## src/rtl/alu_pkg.sv

```systemverilog
// Shared ALU definitions: sequencer FSM state encoding, ALU function codes
// and the default operand/function widths.
package alu_pkg;

  localparam int unsigned DEF_DATA_WIDTH = 8;
  localparam int unsigned DEF_FUN_WIDTH  = 4;

  // Sequencer FSM states (2-bit encoding)
  localparam logic [1:0] ST_IDLE  = 2'd0;
  localparam logic [1:0] ST_ISSUE = 2'd1;
  localparam logic [1:0] ST_WAIT  = 2'd2;
  localparam logic [1:0] ST_HOLD  = 2'd3;

  // ALU function codes
  localparam logic [3:0] ALU_ADD    = 4'b0000;
  localparam logic [3:0] ALU_SUB    = 4'b0001;
  localparam logic [3:0] ALU_MUL    = 4'b0010;
  localparam logic [3:0] ALU_DIV    = 4'b0011;
  localparam logic [3:0] ALU_AND    = 4'b0100;
  localparam logic [3:0] ALU_OR     = 4'b0101;
  localparam logic [3:0] ALU_NAND   = 4'b0110;
  localparam logic [3:0] ALU_NOR    = 4'b0111;
  localparam logic [3:0] ALU_XOR    = 4'b1000;
  localparam logic [3:0] ALU_XNOR   = 4'b1001;
  localparam logic [3:0] ALU_CMP_EQ = 4'b1010;
  localparam logic [3:0] ALU_CMP_GT = 4'b1011;
  localparam logic [3:0] ALU_CMP_LT = 4'b1100;
  localparam logic [3:0] ALU_SHR    = 4'b1101;
  localparam logic [3:0] ALU_SHL    = 4'b1110;

endpackage

```

## src/rtl/alu_cmd_sequencer_if.sv

```systemverilog
// Bus bundle for alu_cmd_sequencer: command handshake, ALU drive/return and
// result handshake plus the completed-operation counter.
//   slave  : the sequencer side
//   master : the environment (controller + ALU + result consumer) side
interface alu_cmd_sequencer_if #(
  parameter int unsigned DATA_WIDTH = 8,
  parameter int unsigned FUN_WIDTH  = 4,
  parameter int unsigned CNT_WIDTH  = 16
);

  logic                  cmd_valid;
  logic                  cmd_ready;
  logic [FUN_WIDTH-1:0]  cmd_fun;
  logic [DATA_WIDTH-1:0] cmd_a;
  logic [DATA_WIDTH-1:0] cmd_b;
  logic [DATA_WIDTH-1:0] alu_a;
  logic [DATA_WIDTH-1:0] alu_b;
  logic [FUN_WIDTH-1:0]  alu_fun;
  logic                  alu_en;
  logic [DATA_WIDTH-1:0] alu_out;
  logic                  alu_out_valid;
  logic                  res_valid;
  logic                  res_ready;
  logic [DATA_WIDTH-1:0] res_data;
  logic                  res_err;
  logic [CNT_WIDTH-1:0]  op_count;

  modport slave (
    input  cmd_valid, cmd_fun, cmd_a, cmd_b, alu_out, alu_out_valid, res_ready,
    output cmd_ready, alu_a, alu_b, alu_fun, alu_en, res_valid, res_data, res_err,
           op_count
  );

  modport master (
    output cmd_valid, cmd_fun, cmd_a, cmd_b, alu_out, alu_out_valid, res_ready,
    input  cmd_ready, alu_a, alu_b, alu_fun, alu_en, res_valid, res_data, res_err,
           op_count
  );

endinterface

```

## src/rtl/alu_cmd_sequencer.sv

```systemverilog
// alu_cmd_sequencer: issues one command at a time to the shared ALU and
// returns its result on a valid/ready handshake.
// Ports:
//   CLK  - system clock, rising edge
//   RST  - asynchronous active-low reset
//   bus  - alu_cmd_sequencer_if.slave: cmd_* handshake in, alu_* drive out,
//          alu_out/alu_out_valid back, res_* handshake out, op_count out
// Optional feature: define ALU_SEQ_DIV0_CHECK_EN to short-circuit a divide
// by zero to an error result without touching the ALU.
module alu_cmd_sequencer
  import alu_pkg::*;
#(
  parameter int unsigned DATA_WIDTH  = DEF_DATA_WIDTH,
  parameter int unsigned FUN_WIDTH   = DEF_FUN_WIDTH,
  parameter int unsigned TIMEOUT_CYC = 4,
  parameter int unsigned CNT_WIDTH   = 16
) (
  input logic CLK,
  input logic RST,
  alu_cmd_sequencer_if.slave bus
);

  localparam int unsigned TCNT_WIDTH = $clog2(TIMEOUT_CYC) + 1;

  logic [1:0]            state_q,     state_d;
  logic                  cmd_ready_q, cmd_ready_d;
  logic [DATA_WIDTH-1:0] alu_a_q,     alu_a_d;
  logic [DATA_WIDTH-1:0] alu_b_q,     alu_b_d;
  logic [FUN_WIDTH-1:0]  alu_fun_q,   alu_fun_d;
  logic                  alu_en_q,    alu_en_d;
  logic                  res_valid_q, res_valid_d;
  logic [DATA_WIDTH-1:0] res_data_q,  res_data_d;
  logic                  res_err_q,   res_err_d;
  logic [CNT_WIDTH-1:0]  op_count_q,  op_count_d;
  logic [TCNT_WIDTH-1:0] tcnt_q,      tcnt_d;

  // State and registered outputs
  always_ff @(posedge CLK or negedge RST) begin
    if (!RST) begin
      state_q     <= ST_IDLE;
      cmd_ready_q <= 1'b1;
      alu_a_q     <= '0;
      alu_b_q     <= '0;
      alu_fun_q   <= '0;
      alu_en_q    <= 1'b0;
      res_valid_q <= 1'b0;
      res_data_q  <= '0;
      res_err_q   <= 1'b0;
      op_count_q  <= '0;
      tcnt_q      <= '0;
    end else begin
      state_q     <= state_d;
      cmd_ready_q <= cmd_ready_d;
      alu_a_q     <= alu_a_d;
      alu_b_q     <= alu_b_d;
      alu_fun_q   <= alu_fun_d;
      alu_en_q    <= alu_en_d;
      res_valid_q <= res_valid_d;
      res_data_q  <= res_data_d;
      res_err_q   <= res_err_d;
      op_count_q  <= op_count_d;
      tcnt_q      <= tcnt_d;
    end
  end

  // Next-state and next-output logic
  always_comb begin
    state_d     = state_q;
    cmd_ready_d = cmd_ready_q;
    alu_a_d     = alu_a_q;
    alu_b_d     = alu_b_q;
    alu_fun_d   = alu_fun_q;
    alu_en_d    = 1'b0;
    res_valid_d = res_valid_q;
    res_data_d  = res_data_q;
    res_err_d   = res_err_q;
    op_count_d  = op_count_q;
    tcnt_d      = tcnt_q;

    case (state_q)
      ST_IDLE: begin
        if (bus.cmd_valid && cmd_ready_q) begin
          alu_fun_d   = bus.cmd_fun;
          alu_a_d     = bus.cmd_a;
          alu_b_d     = bus.cmd_b;
          cmd_ready_d = 1'b0;
`ifdef ALU_SEQ_DIV0_CHECK_EN
          if (bus.cmd_fun == FUN_WIDTH'(ALU_DIV) && bus.cmd_b == '0) begin
            state_d     = ST_HOLD;
            res_valid_d = 1'b1;
            res_data_d  = '0;
            res_err_d   = 1'b1;
          end else begin
            state_d  = ST_ISSUE;
            alu_en_d = 1'b1;
          end
`else
          state_d  = ST_ISSUE;
          alu_en_d = 1'b1;
`endif
        end
      end

      // alu_en is high for this single cycle
      ST_ISSUE: begin
        tcnt_d  = '0;
        state_d = ST_WAIT;
      end

      // Wait for the ALU, giving up after TIMEOUT_CYC cycles in this state
      ST_WAIT: begin
        if (bus.alu_out_valid) begin
          res_data_d  = bus.alu_out;
          res_err_d   = 1'b0;
          res_valid_d = 1'b1;
          state_d     = ST_HOLD;
        end else if (tcnt_q == TCNT_WIDTH'(TIMEOUT_CYC - 1)) begin
          res_data_d  = '0;
          res_err_d   = 1'b1;
          res_valid_d = 1'b1;
          state_d     = ST_HOLD;
        end else begin
          tcnt_d = tcnt_q + TCNT_WIDTH'(1);
        end
      end

      ST_HOLD: begin
        if (bus.res_ready) begin
          res_valid_d = 1'b0;
          op_count_d  = op_count_q + CNT_WIDTH'(1);
          cmd_ready_d = 1'b1;
          state_d     = ST_IDLE;
        end
      end

      default: begin
        state_d     = ST_IDLE;
        cmd_ready_d = 1'b1;
        res_valid_d = 1'b0;
      end
    endcase
  end

  assign bus.cmd_ready = cmd_ready_q;
  assign bus.alu_a     = alu_a_q;
  assign bus.alu_b     = alu_b_q;
  assign bus.alu_fun   = alu_fun_q;
  assign bus.alu_en    = alu_en_q;
  assign bus.res_valid = res_valid_q;
  assign bus.res_data  = res_data_q;
  assign bus.res_err   = res_err_q;
  assign bus.op_count  = op_count_q;

endmodule

```

## src/flat_wrapper.sv

```systemverilog
// flat-port wrapper written by rule: the top's interface ports become plain ports
module alu_cmd_sequencer_flat import alu_pkg::*;
#(
  parameter int unsigned DATA_WIDTH  = DEF_DATA_WIDTH,
  parameter int unsigned FUN_WIDTH   = DEF_FUN_WIDTH,
  parameter int unsigned TIMEOUT_CYC = 4,
  parameter int unsigned CNT_WIDTH   = 16
)
  (CLK, RST, bus_cmd_valid, bus_cmd_fun, bus_cmd_a, bus_cmd_b, bus_alu_out, bus_alu_out_valid, bus_res_ready, bus_cmd_ready, bus_alu_a, bus_alu_b, bus_alu_fun, bus_alu_en, bus_res_valid, bus_res_data, bus_res_err, bus_op_count);
  alu_cmd_sequencer_if #(.DATA_WIDTH(DATA_WIDTH), .FUN_WIDTH(FUN_WIDTH), .CNT_WIDTH(CNT_WIDTH)) bus_i ();
  input logic CLK;
  input logic RST;
  input wire logic [$bits(bus_i.cmd_valid)-1:0] bus_cmd_valid;
  input wire logic [$bits(bus_i.cmd_fun)-1:0] bus_cmd_fun;
  input wire logic [$bits(bus_i.cmd_a)-1:0] bus_cmd_a;
  input wire logic [$bits(bus_i.cmd_b)-1:0] bus_cmd_b;
  input wire logic [$bits(bus_i.alu_out)-1:0] bus_alu_out;
  input wire logic [$bits(bus_i.alu_out_valid)-1:0] bus_alu_out_valid;
  input wire logic [$bits(bus_i.res_ready)-1:0] bus_res_ready;
  output wire logic [$bits(bus_i.cmd_ready)-1:0] bus_cmd_ready;
  output wire logic [$bits(bus_i.alu_a)-1:0] bus_alu_a;
  output wire logic [$bits(bus_i.alu_b)-1:0] bus_alu_b;
  output wire logic [$bits(bus_i.alu_fun)-1:0] bus_alu_fun;
  output wire logic [$bits(bus_i.alu_en)-1:0] bus_alu_en;
  output wire logic [$bits(bus_i.res_valid)-1:0] bus_res_valid;
  output wire logic [$bits(bus_i.res_data)-1:0] bus_res_data;
  output wire logic [$bits(bus_i.res_err)-1:0] bus_res_err;
  output wire logic [$bits(bus_i.op_count)-1:0] bus_op_count;
  assign bus_i.cmd_valid = bus_cmd_valid;
  assign bus_i.cmd_fun = bus_cmd_fun;
  assign bus_i.cmd_a = bus_cmd_a;
  assign bus_i.cmd_b = bus_cmd_b;
  assign bus_i.alu_out = bus_alu_out;
  assign bus_i.alu_out_valid = bus_alu_out_valid;
  assign bus_i.res_ready = bus_res_ready;
  assign bus_cmd_ready = bus_i.cmd_ready;
  assign bus_alu_a = bus_i.alu_a;
  assign bus_alu_b = bus_i.alu_b;
  assign bus_alu_fun = bus_i.alu_fun;
  assign bus_alu_en = bus_i.alu_en;
  assign bus_res_valid = bus_i.res_valid;
  assign bus_res_data = bus_i.res_data;
  assign bus_res_err = bus_i.res_err;
  assign bus_op_count = bus_i.op_count;
  alu_cmd_sequencer #(.DATA_WIDTH(DATA_WIDTH), .FUN_WIDTH(FUN_WIDTH), .TIMEOUT_CYC(TIMEOUT_CYC), .CNT_WIDTH(CNT_WIDTH)) u_core (.CLK(CLK), .RST(RST), .bus(bus_i));
endmodule
```

## config.mk

```make
export PLATFORM = sky130hd
export DESIGN_NAME = alu_cmd_sequencer_flat
export DESIGN_NICKNAME = d
export VERILOG_FILES = /design/src/rtl/alu_pkg.sv /design/src/rtl/alu_cmd_sequencer_if.sv /design/src/rtl/alu_cmd_sequencer.sv /design/src/flat_wrapper.sv
export SDC_FILE = /design/constraint.sdc
export NUM_CORES = 1
export LEC_CHECK = 0
export CAP_MARGIN = 15
export CORE_UTILIZATION = 46
export CTS_BUF_LIST = sky130_fd_sc_hd__clkbuf_16
export CTS_CLUSTER_SIZE = 14
export DETAILED_ROUTE_END_ITERATION = 7
export DONT_BUFFER_PORTS = 1
export GPL_TIMING_DRIVEN = 0
export PLACE_DENSITY = 0.68
export SLEW_MARGIN = 25
export SYNTH_ARGS = -nofsm -noshare
export SYNTH_HDL_FRONTEND = slang
export SYNTH_SLANG_ARGS = --single-unit
```

## constraint.sdc

```tcl
create_clock -name CLK -period 2.18 [get_ports CLK]
set_input_delay 0.436 -clock CLK [delete_from_list [all_inputs] [get_ports CLK]]
set_output_delay 0.436 -clock CLK [all_outputs]
set_load 0.005 [all_outputs]
```

==> results_dict.tcl, run 1 <==
set metrics [dict create \
    max-slew-margin-rel 0.6465 \
    worst_pin_slew_ns 0.5267 \
    arrival_ns 1.95 \
    layout-drive-gt1-share 0.2057 \
    grt.overflow.total 0 \
    worst_setup_path_start_kind "flip-flop" \
    timing.rr.start "u_core.tcnt_q[0]" \
    cts_buffers 5 \
    globalplace.congestion 0.6753 \
    max-clock-path-buffers 2 \
    dpl_cell_area_mm2 0.002291 \
    max-cap-violations 0 \
    antenna_left 0 \
    setup_tns_ns 0 \
    track_usage 0.1637 \
    syn_inst 166 \
    status "completed" \
    pre_cts_ws_ns 0.4271 \
    report.final.hold_viol_count 0 \
    final_area_mm2 0.002461 \
    cts_root_buf "clkbuf_16" \
    fin_nets 215 \
    setup_ws_ns 0.4049 \
    rsz0062_at_grt "no" \
    port_buffers 0 \
    cts.htree.levels 2 \
    post-dp-hpwl_um 2857 \
    wl_per_cell_um 17.33 \
    grt_max_degree 54 \
    insertion_delay_ns 0.28 \
    r2r-end "u_core.tcnt_q[1]" \
    fp.dieH_um 71.56 \
    setup_violations 0 \
    area_growth_pct 10.57 \
    drt-initial-drc-count 34 \
    drv_slew 0 \
    syn-cell-area_mm2 0.002226 \
    holdCritPathClass "in2async" \
    seq_area_frac_synth 0.5964 \
    ys_seq_elements 53 \
    drc_errors 0 \
    syn-num-nets 207 \
    p_leak_nw 1.224 \
    ff2ff_path_depth 5 \
    cp.required_ns 2.35 \
    yosysUniqueCellTypes 31 \
    io_pins 81 \
    syn_avg_cell_area_um2 13.41 \
    n_antenna_cell 0 \
    grt_pass1_wl_um 6417 \
    antenna_found_initial 0 \
    first_pass_iters 4 \
    skew_ns 0.002632 \
    post_cts_buffers 0 \
    clk_pin_slew_ns 0.06 \
    vias_per_cell 5.692 \
    die_w_um 71.56 \
    worst_setup_path_end_kind "flip-flop" \
    period_share 0.8143 \
    critical_path_class "reg2reg" \
    cts_tree "built" \
    dieArea_mm2 0.005121 \
    finalCriticalPeriod_ns 1.775 \
    yosysWarningCount 0 \
    crit_fanout 7 \
    route.vias.total 1292 \
    fmax_mhz 563.3 \
    start_util 0.4942 \
    core_area_mm2 0.004504 \
    fp-row-count 24 \
    powerDensity_mw_per_mm2 714.8 \
    grt_pass1_vias 1366 \
    vdd_drop_max_mv 0.4127 \
    wl_um 3933 \
    clock-sinks 53 \
    reg2reg_slack_ns 0.40 \
]
==> state kept, by name, indices dropped and copies added (netlist names) <==
register	flops
u_core.bus.alu_b	8
u_core.bus.op_count	16
u_core.bus.cmd_ready	1
u_core.bus.res_valid	1
u_core.state_q	2
u_core.bus.alu_fun	4
u_core.bus.res_err	1
u_core.tcnt_q	3
u_core.bus.alu_a	8
u_core.bus.alu_en	1
u_core.bus.res_data	8
==> placed cells by master (no fill, tap or decap), types with 2 or more instances in the layout <==
cell type  netlist  routed
nor2_1           3       3
o21ai_0          2       2
clkbuf_16        0       5
buf_2            3       3
dfrtp_1         52      52
nor2_4           2       2
mux2_1           6       6
a22o_1          11      11
xor2_1           3       3
nand4_1          3       3
a21oi_1          3       3
inv_1            7       7
mux2_2          17      17
ha_1             8       8
nand2_1          9       9
nand3_1          7       7
and3_1           3       3
xnor2_1         13      13
==> cells in the mapped netlist, drive strengths merged <==
cell type	count	area, um^2
clkbuf	1	3.750
and2	2	15.02
o31ai	1	7.510
o21ai	3	15.01
and4	2	20.02
o32a	1	10.01
a22o	11	96.34
xor2	3	26.28
nand2	10	40.04
a21oi	4	23.77
inv	7	26.28
o211ai	1	7.510
nand4	3	18.77
xnor2	13	113.9
nor2	6	40.04
ha	8	100.1
buf	3	15.01
and3	3	18.77
dfstp	1	26.28
nand2b	1	6.260
nand3	7	35.03
dfrtp	52	1301
mux2	23	259.0
==> critical path, cell delays in order, from the launching register on <==
cell and delay [ns]:
dfrtp_1 0.41, ha_1 0.21, ha_1 0.25, nor2_4 0.22
mux2_1 0.34, a22o_1 0.23
==> cell families (layout without fill, tap and decap cells) <==
kind of cell | after synthesis | count (layout) | share of synthesized area
XOR/XNOR | 16 | 16 | 0.06296
flip-flops | 53 | 53 | 0.5964
adder cells (fa/ha/maj) | 8 | 8 | 0.04497
buffers and inverters | 11 | 20 | 0.02023
AO/OA/AOI/OAI | 21 | 21 | 0.07195
multiplexers | 23 | 23 | 0.1164
AND/OR/NAND/NOR | 34 | 34 | 0.08713
==> final cells by class <==
cell class,count,area [um^2]
Clock buffer,5,125.1
Buffer,4,18.77
Multi-Input combinational cell,102,853.3
Tap cell,52,65.06
Clock inverter,3,17.52
Sequential cell,53,1328
Timing Repair Buffer,1,27.53
Inverter,7,26.28
Fill cell,367,2043
==> power by group <==
part	switching, W	internal, W	total [W]
Sequential	0	0.000983	0.000983
Clock	0.000326	0.000421	0.000747
Combinational	0.0000209	0.00000811	0.0000290
==> worst max-delay path by stage <==
stage / startpoint / end / slack (ns)
after floorplan: u_core.tcnt_q[0] / u_core.tcnt_q[1] / 0.51
after global placement: u_core.tcnt_q[0] / u_core.tcnt_q[1] / 0.44
after detailed placement: u_core.tcnt_q[0] / u_core.tcnt_q[1] / 0.43
after CTS: u_core.tcnt_q[0] / u_core.tcnt_q[1] / 0.40
after global routing: u_core.tcnt_q[0] / u_core.tcnt_q[1] / 0.33
final: u_core.tcnt_q[0] / u_core.tcnt_q[1] / 0.40
==> per-layer routing <==
metal | up-vias | GRT usage | share of wire
met3 | 6 | 0.06751 | 0.083
met5 | - | 0 | 0
met1 | 635 | 0.1772 | 0.39
met4 | 0 | 0.04575 | 0.011
li1 | 596 | - | -
met2 | 55 | 0.2952 | 0.52
==> repair_timing <==
action | CTS | global route
resized for setup | 0 | 0
hold buffers | 1 | 0
endpoints found under the hold margin | 53 | 0
==> metrics by stage <==
step	instances	util	hold slack, ns	power [W]
after CTS	227	0.5464	0.01118	0.001783
final	227	0.5464	0.002286	0.001759
after floorplan	166	-	0.1404	0.001007
after detailed placement	218	0.5086	0.1414	0.001008
after global routing	227	0.5464	0.01369	0.001829
after global placement	218	0.5086	0.1414	0.001008
Power figures use the tool's default switching activity.
==> inputs of run 2 (changes only) <==
- PLACE_DENSITY: 0.68 -> 0.7
- clock period: 2.18 -> 1.5 ns (I/O delays scaled with it)
==> results_dict.tcl, run 2 (synthesized netlist as in run 1, its figures left out) <==
set metrics [dict create \
    arrival_ns 1.67 \
    io_pins 81 \
    core_area_mm2 0.004504 \
    grt_max_degree 54 \
    seq_area_mm2 0.001331 \
    period_share 1.001 \
    clk_pin_slew_ns 0.07 \
    timing.rr.start "u_core.tcnt_q[0]" \
    crit_start "u_core.tcnt_q[0]" \
    dpl_cell_area_mm2 0.002310 \
    reg2reg_slack_ns -0.001 \
    drt-initial-drc-count 59 \
    drv_slew 0 \
    crit_end "u_core.tcnt_q[1]" \
    grt.overflow.total 0 \
    worst_setup_path_start_kind "flip-flop" \
    ff2ff_path_depth 5 \
    violations "negative hold slack, negative setup slack" \
    cp.required_ns 1.67 \
    placedCellCount 218 \
    holdWs_ns -0.2962 \
    final_area_mm2 0.002609 \
    n_antenna_cell 0 \
    worst_pin_slew_ns 0.3121 \
    drc_errors 0 \
    p_leak_nw 1.265 \
    route.vias.total 1319 \
    pre_cts_ws_ns -0.1212 \
    port_buffers 0 \
    setup_violations 1 \
    final_common_cell "dfrtp_1" \
    r2r-end "u_core.tcnt_q[1]" \
    start_util 0.4942 \
    track_usage 0.1690 \
    report.final.hold_viol_count 53 \
    mostFrequentLayoutCells "49 x dfrtp_1, 17 x mux2_2, 13 x xnor2_1, 11 x a22o_1, 11 x buf_4" \
    fin_nets 224 \
    fp.dieH_um 71.56 \
    layout-drive-gt1-share 0.3315 \
    finalCriticalPeriod_ns 1.501 \
    largest_reg_flops 16 \
    dieArea_mm2 0.005121 \
    max-cap-violations 0 \
    vdd_drop_max_mv 0.5163 \
    antenna_left 0 \
    skew_ns 0.005746 \
    clock-sinks 53 \
    fp-row-count 24 \
    setup_tns_ns -0.001487 \
    holdCritPathClass "in2async" \
    fmax_mhz 666.0 \
    cts_tree "built" \
    powerDensity_mw_per_mm2 977.8 \
    final_cells 236 \
    post-dp-hpwl_um 2972 \
    wl_per_cell_um 17.75 \
    first_pass_iters 3 \
    max-clock-path-buffers 2 \
    area_growth_pct 17.20 \
    max-slew-margin-rel 0.7919 \
    insertion_delay_ns 0.29 \
    status "finished with violations" \
    die_w_um 71.56 \
    vias_per_cell 5.589 \
    grt_pass1_vias 1403 \
    worst_setup_path_end_kind "flip-flop" \
    nFillCells 368 \
    cts.htree.levels 2 \
    globalplace.congestion 0.6990 \
    multi_input_area_um2 930.9 \
    cts_buffers 5 \
    rsz0062_at_grt "yes" \
    setup_ws_ns -0.001487 \
    crit_fanout 3 \
    cts_root_buf "clkbuf_16" \
    antenna_found_initial 0 \
    wl_um 4189 \
    grt_pass1_wl_um 6699 \
    critical_path_class "reg2reg" \
]
[run 2: worst min path at each step]
stage                     from                 endpoint  slack, ns  cells after the start
after floorplan            RST      u_core.bus.alu_a[0]      0.004                      0
after global placement     RST   u_core.bus.op_count[9]      0.005                      0
after detailed placement   RST  u_core.bus.op_count[10]      0.006                      0
after CTS                  RST      u_core.bus.alu_b[5]      -0.30                      0
after global routing       RST   u_core.bus.op_count[9]      -0.31                      0
final                      RST   u_core.bus.res_data[6]      -0.30                      0
[run 2: repair_timing]
item / CTS / global route
gates resized for setup: 7 / 15
setup endpoints to repair: 35 / 35
hold endpoints to repair: 53 / 53
gates cloned: 0 / 0
setup buffers: 7 / 4
pin swaps: 1 / 5
[run 2: metal layers]
| layer | up-vias | GRT usage | wire length [um] |
|---|---|---|---|
| li1 | 608 | - | - |
| met1 | 661 | 0.1924 | 1639 |
| met2 | 42 | 0.2889 | 2213 |
| met3 | 8 | 0.06610 | 267 |
| met4 | 0 | 0.06318 | 69 |
| met5 | - | 0 | 0 |
[run 2: area by class of cell]
type / count / share of cell area
plain buffers: 3 / 0.01151
clock buffers: 5 / 0.04796
clock inverters: 3 / 0.006715
inverters: 7 / 0.01007
multi-input cells: 102 / 0.3568
flip-flops and latches: 53 / 0.5103
well taps: 52 / 0.02494
repair buffers: 11 / 0.03165
[run 2: through the flow]
stage,util,hold WS [ns],power [W]
CTS,0.5603,-0.3000,0.002563
global placement,0.5128,0.005429,0.001467
finish,0.5792,-0.2962,0.002551
detailed placement,0.5128,0.005559,0.001467
floorplan,-,0.004409,0.001466
global route,0.5792,-0.3078,0.002619
[run 2: report_power, final]
part / internal, W / switching (W)
registers: 0.00143 / 0
clock network: 0.000613 / 0.000492
logic: 0.0000108 / 0.00000649
[run 2: worst max-delay path, stage by stage, from the launching register on]
cell	delay, ns
dfrtp_1	0.39
ha_2	0.20
ha_4	0.17
nor2_4	0.10
mux2_4	0.31
a22o_1	0.22
